**src/rtl/core_pkg.sv**
```systemverilog
// Shared types for the 16-bit 5-stage core: opcodes, forwarding-select codes,
// sequencer states and the hazard scoreboard slot.
package core_pkg;

  localparam int unsigned REG_IDX_W_MAX = 8;

  typedef enum logic [3:0] {
    OP_NOP   = 4'b0000,
    OP_ADD   = 4'b0001,
    OP_SUB   = 4'b0010,
    OP_AND   = 4'b0011,
    OP_OR    = 4'b0100,
    OP_XOR   = 4'b0101,
    OP_SHL   = 4'b0110,
    OP_SHR   = 4'b0111,
    OP_ADDI  = 4'b1000,
    OP_BEQ   = 4'b1001,
    OP_BNE   = 4'b1010,
    OP_JMP   = 4'b1011,
    OP_LOAD  = 4'b1100,
    OP_LOADI = 4'b1101,
    OP_STORE = 4'b1110,
    OP_MOV   = 4'b1111
  } opcode_e;

  typedef enum logic [1:0] {
    FWD_RF    = 2'b00,
    FWD_EXMEM = 2'b01,
    FWD_MEMWB = 2'b10,
    FWD_RSVD  = 2'b11
  } fwd_sel_e;

  typedef enum logic [1:0] {
    RUN      = 2'b00,
    FLUSH    = 2'b01,
    MEM_WAIT = 2'b10
  } state_e;

  typedef struct packed {
    logic                     valid;
    logic [REG_IDX_W_MAX-1:0] dest;
    logic                     writes;
    logic                     is_load;
    logic                     is_mem;
  } slot_t;

endpackage

```
**src/rtl/hazard_fwd_mux.sv**
```systemverilog
// Forwarding select for one EX operand, evaluated against the slots the
// consuming instruction will see once it has advanced into EX.
module hazard_fwd_mux
  import core_pkg::*;
(
  input  logic [REG_IDX_W_MAX-1:0] src_i,
  input  logic                     rd_en_i,
  input  slot_t                    mem_slot_i,
  input  slot_t                    wb_slot_i,
  output logic [1:0]               sel_o
);

  logic mem_hit;
  logic wb_hit;
  logic unused_slot_bits;

  // A load heading into EX/MEM has no result yet; load-use stalling covers it.
  assign mem_hit = mem_slot_i.valid & mem_slot_i.writes & ~mem_slot_i.is_load &
                   rd_en_i & (mem_slot_i.dest == src_i);
  assign wb_hit  = wb_slot_i.valid & wb_slot_i.writes &
                   rd_en_i & (wb_slot_i.dest == src_i);

  assign unused_slot_bits = ^{mem_slot_i.is_mem, wb_slot_i.is_load, wb_slot_i.is_mem};

  always_comb begin
    sel_o = FWD_RF;
    if (mem_hit) begin
      sel_o = FWD_EXMEM;
    end else if (wb_hit) begin
      sel_o = FWD_MEMWB;
    end
  end

endmodule

```
**src/rtl/hazard_ctrl.sv**
```systemverilog
// Pipeline hazard sequencer: scoreboard, stall/bubble/flush/freeze control and
// operand forwarding selects. Optional perf counters via HAZARD_PERF_CNT_EN.
module hazard_ctrl
  import core_pkg::*;
#(
  parameter int unsigned REG_IDX_W    = 5,
  parameter int unsigned OP_W         = 4,
  parameter int unsigned FLUSH_CYCLES = 2
)(
  input  logic                 clk,
  input  logic                 rst,
  input  logic                 id_valid,
  input  logic [OP_W-1:0]      id_opcode,
  input  logic [REG_IDX_W-1:0] id_src1,
  input  logic [REG_IDX_W-1:0] id_src2,
  input  logic                 id_rd1_en,
  input  logic                 id_rd2_en,
  input  logic [REG_IDX_W-1:0] id_dest,
  input  logic                 id_writes,
  input  logic                 ex_taken,
  input  logic                 mem_ready,
  output logic                 stall_if,
  output logic                 stall_id,
  output logic                 bubble_ex,
  output logic                 freeze,
  output logic                 flush_if_id,
  output logic [1:0]           fwd_sel_a,
  output logic [1:0]           fwd_sel_b,
  output logic                 busy
`ifdef HAZARD_PERF_CNT_EN
  ,
  output logic [15:0]          perf_stall_cnt,
  output logic [15:0]          perf_flush_cnt,
  output logic [15:0]          perf_wait_cnt
`endif
);

  localparam int unsigned CNT_W = (FLUSH_CYCLES > 2) ? $clog2(FLUSH_CYCLES) : 1;
  localparam logic [CNT_W-1:0] CNT_INIT = CNT_W'((FLUSH_CYCLES > 1) ? FLUSH_CYCLES - 2 : 0);

  state_e                   state_q, state_d;
  logic [CNT_W-1:0]         cnt_q, cnt_d;
  slot_t                    ex_q, mem_q, wb_q;
  slot_t                    ex_d, mem_d, wb_d;
  slot_t                    id_slot;
  logic [REG_IDX_W_MAX-1:0] src1_w, src2_w;
  logic                     mem_wait, load_use, run_like, flush_act;
  logic [1:0]               sel_a, sel_b;

  assign src1_w = REG_IDX_W_MAX'(id_src1);
  assign src2_w = REG_IDX_W_MAX'(id_src2);

  always_comb begin
    id_slot         = '0;
    id_slot.valid   = 1'b1;
    id_slot.dest    = REG_IDX_W_MAX'(id_dest);
    id_slot.writes  = id_writes;
    id_slot.is_load = (id_opcode == OP_W'(OP_LOAD));
    id_slot.is_mem  = (id_opcode == OP_W'(OP_LOAD)) | (id_opcode == OP_W'(OP_STORE));
  end

  assign mem_wait = mem_q.valid & mem_q.is_mem & ~mem_ready;
  assign load_use = ex_q.valid & ex_q.is_load & ex_q.writes & id_valid &
                    ((id_rd1_en & (ex_q.dest == src1_w)) |
                     (id_rd2_en & (ex_q.dest == src2_w)));
  // The cycle mem_ready rises out of MEM_WAIT behaves as the first RUN cycle.
  assign run_like  = (state_q == RUN) | ((state_q == MEM_WAIT) & mem_ready);
  assign flush_act = (run_like & ex_taken) | (state_q == FLUSH);

  always_comb begin
    stall_if    = 1'b0;
    stall_id    = 1'b0;
    bubble_ex   = 1'b0;
    freeze      = 1'b0;
    flush_if_id = 1'b0;
    busy        = 1'b0;
    fwd_sel_a   = '0;
    fwd_sel_b   = '0;
    if (!rst) begin
      busy      = (state_q != RUN);
      fwd_sel_a = sel_a;
      fwd_sel_b = sel_b;
      if (mem_wait) begin
        freeze   = 1'b1;
        stall_if = 1'b1;
        stall_id = 1'b1;
      end else if (flush_act) begin
        flush_if_id = 1'b1;
        bubble_ex   = 1'b1;
      end else if (load_use) begin
        stall_if  = 1'b1;
        stall_id  = 1'b1;
        bubble_ex = 1'b1;
      end
    end
  end

  always_comb begin
    ex_d  = ex_q;
    mem_d = mem_q;
    wb_d  = wb_q;
    if (!freeze) begin
      wb_d  = mem_q;
      mem_d = ex_q;
      ex_d  = (id_valid & ~bubble_ex) ? id_slot : '0;
    end
  end

  always_comb begin
    state_d = state_q;
    cnt_d   = cnt_q;
    unique case (state_q)
      RUN: begin
        if (mem_wait) begin
          state_d = MEM_WAIT;
        end else if (ex_taken && (FLUSH_CYCLES > 1)) begin
          state_d = FLUSH;
          cnt_d   = CNT_INIT;
        end
      end
      FLUSH: begin
        if (!mem_wait) begin
          if (cnt_q == '0) begin
            state_d = RUN;
          end else begin
            cnt_d = cnt_q - CNT_W'(1);
          end
        end
      end
      MEM_WAIT: begin
        if (mem_ready) begin
          if (ex_taken && (FLUSH_CYCLES > 1)) begin
            state_d = FLUSH;
            cnt_d   = CNT_INIT;
          end else begin
            state_d = RUN;
          end
        end
      end
      default: state_d = RUN;
    endcase
  end

  always_ff @(posedge clk) begin
    if (rst) begin
      state_q <= RUN;
      cnt_q   <= '0;
      ex_q    <= '0;
      mem_q   <= '0;
      wb_q    <= '0;
    end else begin
      state_q <= state_d;
      cnt_q   <= cnt_d;
      ex_q    <= ex_d;
      mem_q   <= mem_d;
      wb_q    <= wb_d;
    end
  end

  // Selects are latched into ID/EX with the instruction, so they look at post-advance slots.
  hazard_fwd_mux u_fwd_a (
    .src_i      (src1_w),
    .rd_en_i    (id_rd1_en),
    .mem_slot_i (mem_d),
    .wb_slot_i  (wb_d),
    .sel_o      (sel_a)
  );

  hazard_fwd_mux u_fwd_b (
    .src_i      (src2_w),
    .rd_en_i    (id_rd2_en),
    .mem_slot_i (mem_d),
    .wb_slot_i  (wb_d),
    .sel_o      (sel_b)
  );

`ifdef HAZARD_PERF_CNT_EN
  logic [15:0] perf_stall_q, perf_flush_q, perf_wait_q;

  always_ff @(posedge clk) begin
    if (rst) begin
      perf_stall_q <= '0;
      perf_flush_q <= '0;
      perf_wait_q  <= '0;
    end else begin
      if (bubble_ex && !flush_if_id && (perf_stall_q != '1)) perf_stall_q <= perf_stall_q + 16'd1;
      if (flush_if_id && (perf_flush_q != '1)) perf_flush_q <= perf_flush_q + 16'd1;
      if (freeze && (perf_wait_q != '1)) perf_wait_q <= perf_wait_q + 16'd1;
    end
  end

  assign perf_stall_cnt = perf_stall_q;
  assign perf_flush_cnt = perf_flush_q;
  assign perf_wait_cnt  = perf_wait_q;
`endif

endmodule

```
**config.mk**
```make
export PLATFORM = sky130hd
export DESIGN_NAME = hazard_ctrl
export DESIGN_NICKNAME = d
export VERILOG_FILES = /design/src/rtl/core_pkg.sv /design/src/rtl/hazard_fwd_mux.sv /design/src/rtl/hazard_ctrl.sv
export SDC_FILE = /design/constraint.sdc
export NUM_CORES = 1
export LEC_CHECK = 0
export ABC_AREA = 1
export CAP_MARGIN = 20
export CORE_MARGIN = 4
export CORE_UTILIZATION = 59
export DETAILED_ROUTE_END_ITERATION = 12
export MAX_ROUTING_LAYER = met4
export PLACE_DENSITY_LB_ADDON = 0.25
export SYNTH_ARGS = -nofsm -noshare
export SYNTH_HDL_FRONTEND = slang
export SYNTH_HIERARCHICAL = 1
export SYNTH_SLANG_ARGS = --single-unit
```
**constraint.sdc**
```tcl
create_clock -name clk -period 5.9 [get_ports clk]
set_clock_uncertainty 0.15 [all_clocks]
set_input_delay 1.18 -clock clk [delete_from_list [all_inputs] [get_ports clk]]
set_output_delay 1.18 -clock clk [all_outputs]
set_load 0.02 [all_outputs]
```
**Word-level counts from Yosys, hierarchy flattened**

Cells that the tools add are included.

- Flip-flop bits (word level): 39
- Input port bits: 27
- Output and inout port bits: 10
- Logic and storage cells: 102

- Eq/ne operators: 15
- Reduce and logical (&&, ||, !) cells: 5
- Multiplexer cells: 35
- Bitwise logic cells: 29
- Add/sub/neg operators: 1

Operator list:

| kind | number |
|---|---|
| $eq 8x5->1 | 6 |
| $mux 12 | 3 |
| $and 1x1->1 | 22 |
| $mux 2 | 11 |
| $mux 1 | 19 |
| $eq 4x4->1 const B | 2 |
| $ne 2x2->1 const B | 4 |
| $reduce_and 4->1 | 2 |
| $pmux 2 s3 | 1 |
| $or 1x1->1 | 4 |
| $ne 3x3->1 const B | 1 |
| $not 1->1 | 3 |
| $pmux 1 s3 | 1 |
| $reduce_bool 3->1 | 1 |
| $eq 2x1->1 const B | 1 |
| $eq 2x2->1 const B | 1 |
| $logic_not 2->1 | 1 |
| $reduce_bool 2->1 | 1 |
| $sub 1x1->1 const B | 1 |

**Depth between registers and ports, before layout**

Gate-level depths: netlist of the first run.

- Depth after elaboration: 11
- Gate-level depth with buffers: 17
- Gate-level depth less buffers: 16

**Cells and area by module**

The synthesis of the first run kept the hierarchy.

Modules (own cells, without submodules):

| module | sequential area each (µm²) | instances | cells an instance | area an instance (µm²) |
|---|---|---|---|---|
| hazard_ctrl | 700.7 | 1 | 257 | 1833.0 |
| hazard_fwd_mux | 0.0 | 2 | 74 | 319.1 |

**Least setup slack after synthesis of the first run**

No wires, ideal clock.

- Path kind: input port to output port
- Start point: in mem_ready
- End point: out fwd_sel_a[0]
- Data arrival time: 2.693 ns
- Data required time: 4.570 ns
- Stages: 15
- Slack: 1.877 ns
- Cell sequence: inv_2 -> nand3_4 -> nor2_4 -> inv_2 -> buf_6 -> o21ai_1 -> inv_1 -> nand2_2 -> nand2_1 -> nor2_1 -> nand3_1 -> nor2_2 -> buf_4 -> inv_1 -> nor2_1

RTL lines:

| element | line | source |
|---|---|---|
| from (decl) | hazard_ctrl.sv:21 | `input logic mem_ready,` |
| to (decl) | hazard_ctrl.sv:27 | `output logic [1:0] fwd_sel_a,` |

==> impl_summary.log, run 1 <==
[metrics] critical path's slowest cell: clkdlybuf4s50_1
[metrics] starting density of the core: 62.9%
[metrics] area of the die: 5130 sq um
[metrics] Initial DRT Pass Iterations: 4
[metrics] hold endpoint: mem_q[9]$_SDFF_PP0_
[metrics] Wirelength per Cell: 10.3 microns
[metrics] TritonCTS sink count: 33
[metrics] number of antenna diodes: 0
[metrics] horizontal extent of the die: a little over 70 microns
[metrics] kind of critical path: input port to primary output
[metrics] Port Buffer Count: 36
[metrics] Post-Route WL: 5.08 mm
[metrics] root buffer selected by CTS: clkbuf_8
[metrics] fraction of final layout cells with drive strength greater than 1: 13.3%
[metrics] internal power: 358 uW
[metrics] beginning of the worst register-to-register path: mem_q[11]$_SDFF_PP0_
[metrics] switching power: between 100 and 150 uW
[metrics] number of buffers between clock root and the deepest sink: 2
[metrics] clock slew at reported path FFs: 0.07 ns
[metrics] number of cells produced by synthesis: a little under 400
[metrics] Data required, critical path: 4.57 ns
[metrics] type of the tightest min-delay check: flop to flop
[metrics] RSZ-0062 raised after global routing: no
[metrics] global-route wire length before repair: 9.00 mm
[metrics] sequence of cells on the critical path: clkdlybuf4s50_1 -> inv_2 -> nand3_4 -> nor2_4 -> inv_2 -> nand2_1 -> o21ai_2 -> inv_1 -> inv_1 -> nand2_1 -> nand2_1 -> nand2_1 -> nor2_1 -> nand4_1 -> nor2_1 -> inv_1 -> nor2_1 -> clkdlybuf4s50_1
[metrics] number of nets with antenna violations after routing: 0
[metrics] total negative slack for setup checks: 0 ns
[metrics] min Tclk post-route: 5.24 ns
[metrics] max-cap check violation count: 0
[metrics] 1st-iter DRT viols: 79
[metrics] nature of the critical path startpoint: input port
[metrics] max incr delay on CP: 0.60 ns
[metrics] # IOs: 37
[metrics] Crit Reg-Reg Endpoint: mem_q[6]$_SDFF_PP0_
[metrics] relative slew slack: 58.7%
[metrics] row cnt: 22
[metrics] part of the total power dissipated in the clock network: 35.2%
[metrics] CP dominant cell by count: nand2_1
[metrics] total CTS buffers: 5
[metrics] synth-to-layout area growth: 20.8%
[metrics] data arrival at the endpoint of the critical path: 3.91 ns
[metrics] Net Sw Frac: ~27%
[metrics] share of total power in combinational logic: 17.7%
[metrics] clock tree from TritonCTS: built
[metrics] maximum number of pins on one net before global-route repair: 34
[metrics] max-slew violation count: 0
[metrics] number of cells on the worst hold path: 2
[metrics] Placeable Area: 3800 sq um
[metrics] final setup fails: 0
[metrics] number of antenna violations at the first check in global routing: 0
[metrics] Reg power frac: 47.0%
[metrics] worst reg-to-reg path cell count: 6
[metrics] number of global-route vias before repair: 2119
[metrics] cts hold-fix bufs: 0
[metrics] vias after detailed routing: roughly 2300
[metrics] final layout net count: between 400 and 500
[metrics] HPWL after detailed placement: 3.99 mm
[metrics] number of buffers inserted to repair setup after CTS: 0
[metrics] Cell Pwr Density: 170 nW/um^2
[metrics] largest fanout of any net on the critical path: 33
[metrics] leakage component of the power: 1.49 nW
[metrics] maximum clock frequency: 191 MHz
[metrics] Worst Setup End Kind: primary output
[metrics] total of warnings raised by yosys: 6
[metrics] CTS H-tree lvls: 2
[metrics] DRC: 0
[metrics] hold path startpoint: mem_q[9]$_SDFF_PP0_
[metrics] outcome: completed
[metrics] Clk Latency, worst-skew pair: 0.29 ns
[metrics] Avg Inst Size Synth: 6.05 sq um
[metrics] number of gates resized after cts: 0
[metrics] gr ovfl total: 0
[metrics] area of all placed cells without fillers: slightly below 3000 sq um
[metrics] combined global-route utilization of all metal layers: 22.1%
[metrics] worst IR drop on VDD: 0.000166 V
[metrics] average via count per standard cell: between 4 and 5
[metrics] transition time at the pin with the least slew margin: roughly 0.62 ns
[metrics] instance area after placement: around 2800 sq um
[metrics] number of failing hold endpoints at the final stage: 0
[metrics] Routability Congestion: around 0.87
[metrics] post-synthesis instance area: about 2400 sq um
[metrics] Chip Height: 71.6 microns
[metrics] fin crit share: 88.9%
[metrics] minimum setup slack among reg-to-reg paths: 4.34 ns
==> critical path: cells and delay by family <==
family,cells,cell delay [ns]
AO/OA/AOI/OAI,1,0.11
AND/OR/NAND/NOR,10,0.84
buffers and inverters,7,1.80
==> registers in the layout, indices dropped and copies added (netlist names) <==
register and flops:
mem_q 12, wb_q 10, ex_q 9, state_q 2
==> worst max-delay path by stage <==
stage                    from      endpoint  cells after the start
CTS                 mem_ready  fwd_sel_a[1]                     18
global route        mem_ready  fwd_sel_b[1]                     18
floorplan           mem_ready  fwd_sel_a[0]                     15
detailed placement  mem_ready  fwd_sel_a[1]                     18
finish              mem_ready  fwd_sel_a[1]                     18
global placement    mem_ready  fwd_sel_a[1]                     18
==> placed cells by master, fill, tap and decap left out <==
master and instances:
nand3_4 3, clkbuf_8 6, conb_1 16, nor4_4 1
inv_2 12, o21ai_1 5, nor3_1 1, inv_1 78
nand3_1 7, nor2_2 5, clkinvlp_4 1, or2_2 2
o21ai_0 1, a21oi_1 5, nand2_1 124, nor2_4 1
nand3_2 1, or2_1 6, o21ai_2 19, a21oi_2 1
buf_4 2, nand2_2 4, dfxtp_1 33, nor2_8 1
xnor2_1 6, clkdlybuf4s50_1 36, a211oi_1 1, xor2_1 4
o2111ai_1 1, nand4_1 5, nor2_1 56
==> layer usage <==
layer | share of wire [%] | wire [microns] | up-vias | GRT usage [%]
met5 | 0 | 0 | - | -
met3 | 5.5 | 277 | 7 | 4.91
li1 | - | - | 1237 | -
met1 | 45 | 2270 | 1035 | 26.4
met4 | 1.4 | 71 | 0 | 5.85
met2 | 48 | 2460 | 51 | 37.6
==> layout make-up <==
cell class | count | area [sq um]
Clock inverter | 1 | 7.51
Inverter | 90 | 338
Timing Repair Buffer | 38 | 375
Sequential cell | 33 | 661
Clock buffer | 6 | 82.6
Fill cell | 317 | 912
Tap cell | 48 | 60.1
Multi-Input combinational cell | 276 | 1360
==> power groups by stage <==
stage | clock, mW | sequential [mW] | combinational, mW
4_1_cts | 0.177 | 0.231 | 0.0868
5_1_grt | 0.188 | 0.232 | 0.0986
2_1_floorplan | 0 | 0.235 | 0.0530
3_3_place_gp | 0 | 0.236 | 0.0847
3_5_place_dp | 0 | 0.236 | 0.0860
6_report | 0.173 | 0.231 | 0.0872
==> per-stage QoR <==
step / instances / hold slack [ns] / setup WS (ns) / total power, mW / util (%)
after floorplan: 410 / 0.280 / 1.88 / 0.288 / -
after CTS: 492 / 0.312 / 0.651 / 0.495 / 76.0
final: 492 / 0.311 / 0.656 / 0.492 / 76.0
after global routing: 492 / 0.338 / 0.380 / 0.518 / 76.0
after global placement: 485 / 0.294 / 0.723 / 0.321 / 73.6
after detailed placement: 485 / 0.302 / 0.652 / 0.322 / 73.6
Note: power is estimated with default switching activity, not from simulation.
==> run 2, diff against run 1 <==
--- a/config.mk
+++ b/config.mk
@@ -12,7 +12,10 @@
 export DETAILED_ROUTE_END_ITERATION = 12
 export MAX_ROUTING_LAYER = met4
 export PLACE_DENSITY_LB_ADDON = 0.25
+export SETUP_SLACK_MARGIN = 0.4
+export SLEW_MARGIN = 25
 export SYNTH_ARGS = -nofsm -noshare
 export SYNTH_HDL_FRONTEND = slang
 export SYNTH_HIERARCHICAL = 1
 export SYNTH_SLANG_ARGS = --single-unit
+export TNS_END_PERCENT = 50
==> impl_summary.log, run 2 (synthesis gave the netlist of run 1 again) <==
[metrics] nature of the critical path startpoint: input port
[metrics] data arrival at the endpoint of the critical path: 3.75 ns
[metrics] max incr delay on CP: approximately 0.60 ns
[metrics] Post-Route WL: ~5.1 mm
[metrics] Cell Pwr Density: 170 nW/um^2
[metrics] maximum number of pins on one net before global-route repair: 34
[metrics] met1 track demand over resource: a little over a quarter
[metrics] Largest register FFs: 12
[metrics] max-slew violation count: 0
[metrics] row cnt: 22
[metrics] critical path's slowest cell: clkdlybuf4s50_1
[metrics] placed cells: 485
[metrics] fraction of final layout cells with drive strength greater than 1: 13.3%
[metrics] final layout net count: 471
[metrics] number of antenna violations at the first check in global routing: 0
[metrics] kind of critical path: input port to primary output
[metrics] number of buffers inserted to repair setup after CTS: 0
[metrics] synth-to-layout area growth: 20.9%
[metrics] DRC: 0
[metrics] Port Buffer Count: 36
[metrics] area of the die: 5130 sq um
[metrics] clock tree from TritonCTS: built
[metrics] vias after detailed routing: 2332
[metrics] sequence of cells on the critical path: clkdlybuf4s50_1 -> inv_2 -> nand3_4 -> nor2_4 -> buf_4 -> or2_1 -> o21ai_2 -> inv_1 -> inv_1 -> nand2_1 -> nand2_1 -> nor2_1 -> nand4_1 -> nor2_1 -> inv_1 -> nor2_1 -> clkdlybuf4s50_1
[metrics] CTS H-tree lvls: 2
[metrics] horizontal extent of the die: 71.6 microns
[metrics] # IOs: 37
[metrics] combined global-route utilization of all metal layers: 22.1%
[metrics] maximum clock frequency: roughly 200 MHz
[metrics] fin crit share: between 80% and 90%
[metrics] global-route wire length before repair: 9.00 mm
[metrics] HPWL after detailed placement: around 4.0 mm
[metrics] cts hold-fix bufs: 0
[metrics] number of nets with antenna violations after routing: 0
[metrics] largest fanout of any net on the critical path: 18
[metrics] total CTS buffers: 5
[metrics] Placeable Area: between 3000 and 4000 sq um
[metrics] number of antenna diodes: 0
[metrics] Clk Latency, worst-skew pair: 0.28 ns
[metrics] number of global-route vias before repair: 2119
[metrics] met3 layer usage reported by global route: roughly 4.9%
[metrics] average via count per standard cell: 4.74
[metrics] total negative slack for setup checks: 0 ns
[metrics] Most flops, register: mem_q
[metrics] outcome: completed
[metrics] starting density of the core: between 60% and 70%
[metrics] most common cell after layout, fill and taps aside: nand2_1
[metrics] Routability Congestion: a little under 0.9
[metrics] Util after Layout: 76.1%
[metrics] count of placed standard cells in the final layout, fillers left out: ~490
[metrics] Initial DRT Pass Iterations: 4
[metrics] number of buffers between clock root and the deepest sink: 2
[metrics] GR Layer Usage met2: a little under two fifths
[metrics] overall power consumption: 491 uW
[metrics] max-cap check violation count: 0
[metrics] min Tclk post-route: 5.08 ns
[metrics] type of the tightest min-delay check: flop to flop
[metrics] highest-count cells in the layout ignoring fill and taps: 124 x nand2_1, 78 x inv_1, 56 x nor2_1
[metrics] clock slew at reported path FFs: 0.07 ns
[metrics] gr ovfl total: 0
[metrics] worst IR drop on VDD: 0.000166 V
[metrics] final setup fails: 0
[metrics] 1st-iter DRT viols: 79
[metrics] leakage component of the power: 1.49 nW
[metrics] registers with the most flip-flops: mem_q (12), wb_q (10), ex_q (9)
[metrics] TritonCTS sink count: 33
[metrics] RSZ-0062 raised after global routing: no
[metrics] number of failing hold endpoints at the final stage: 0
[metrics] Chip Height: approximately 70 microns
[metrics] root buffer selected by CTS: clkbuf_8
[metrics] Data required, critical path: 4.57 ns
[metrics] Wirelength per Cell: 10.3 microns
[metrics] gr busiest metal: met2
[metrics] Worst Setup End Kind: primary output
[metrics] FILL cells: 316
## run 2: cell counts in the layout (fill, tap and decap cells not counted)
Identical to the previous run, type by type.
## run 2: where the power goes
group / internal, mW / total (mW) / switching, mW
combinational: 0.0388 / 0.0872 / 0.0483
sequential: 0.228 / 0.231 / 0.00365
clock: 0.0921 / 0.173 / 0.0808
total: 0.358 / 0.491 / 0.133
## run 2: repair_timing
item,4_1_cts,5_1_grt
endpoints found under the setup margin,0,2
endpoints found under the hold margin,0,0
gates resized for setup,0,2
## run 2: worst paths after layout
path / startpoint / to / slack [ns] / cells past startpoint
setup / recovery: mem_ready / fwd_sel_a[1] / 0.82 / 17
hold / removal: mem_q[9]$_SDFF_PP0_ / mem_q[9]$_SDFF_PP0_ / 0.31 / 2
setup reg to reg: ex_q[3]$_SDFFE_PP0N_ / ex_q[11]$_SDFFE_PP0N_ / 4.37 / 9
hold reg to reg: mem_q[9]$_SDFF_PP0_ / mem_q[9]$_SDFF_PP0_ / 0.31 / 2
## run 2: through the flow
| stage | area [sq um] | setup slack (ns) | hold WS (ns) |
|---|---|---|---|
| floorplan | 2450 | 1.88 | 0.280 |
| global placement | 2800 | 0.723 | 0.294 |
| detailed placement | 2800 | 0.652 | 0.302 |
| CTS | 2890 | 0.651 | 0.312 |
| global route | 2890 | 0.530 | 0.338 |
| finish | 2890 | 0.819 | 0.311 |
## run 2: layer usage
metal / up-vias / wire length (microns)
li1: 1237 / -
met5: - / 0
met3: 7 / 244
met1: 1035 / 2270
met4: 0 / 71
met2: 53 / 2460
## run 2: critical path: cells and delay by family
family | cells | cell delay [ns]
and+or+nand+nor | 9 | 0.93
AOI/OAI and AO/OA | 1 | 0.06
buffers and inverters | 7 | 1.58
## run 2: final cells by class
type | instances | area, sq um | area share [%]
multi-input combinational | 276 | 1360 | 47.2
clock inverter | 1 | 7.51 | 0.260
sequential | 33 | 661 | 22.9
tap | 48 | 60.1 | 2.08
timing repair buffer | 38 | 375 | 13.0
clock buffer | 6 | 82.6 | 2.86
inverter | 90 | 340 | 11.8
==> run 3, diff against run 2 <==
--- a/config.mk
+++ b/config.mk
@@ -13,9 +13,10 @@
 export MAX_ROUTING_LAYER = met4
 export PLACE_DENSITY_LB_ADDON = 0.25
 export SETUP_SLACK_MARGIN = 0.4
+export SKIP_CTS_REPAIR_TIMING = 1
 export SLEW_MARGIN = 25
 export SYNTH_ARGS = -nofsm -noshare
 export SYNTH_HDL_FRONTEND = slang
 export SYNTH_HIERARCHICAL = 1
 export SYNTH_SLANG_ARGS = --single-unit
-export TNS_END_PERCENT = 50
+export TNS_END_PERCENT = 20
==> results of run 3 <==
The final DEF is identical to that of run 2; final timing and power are the same.
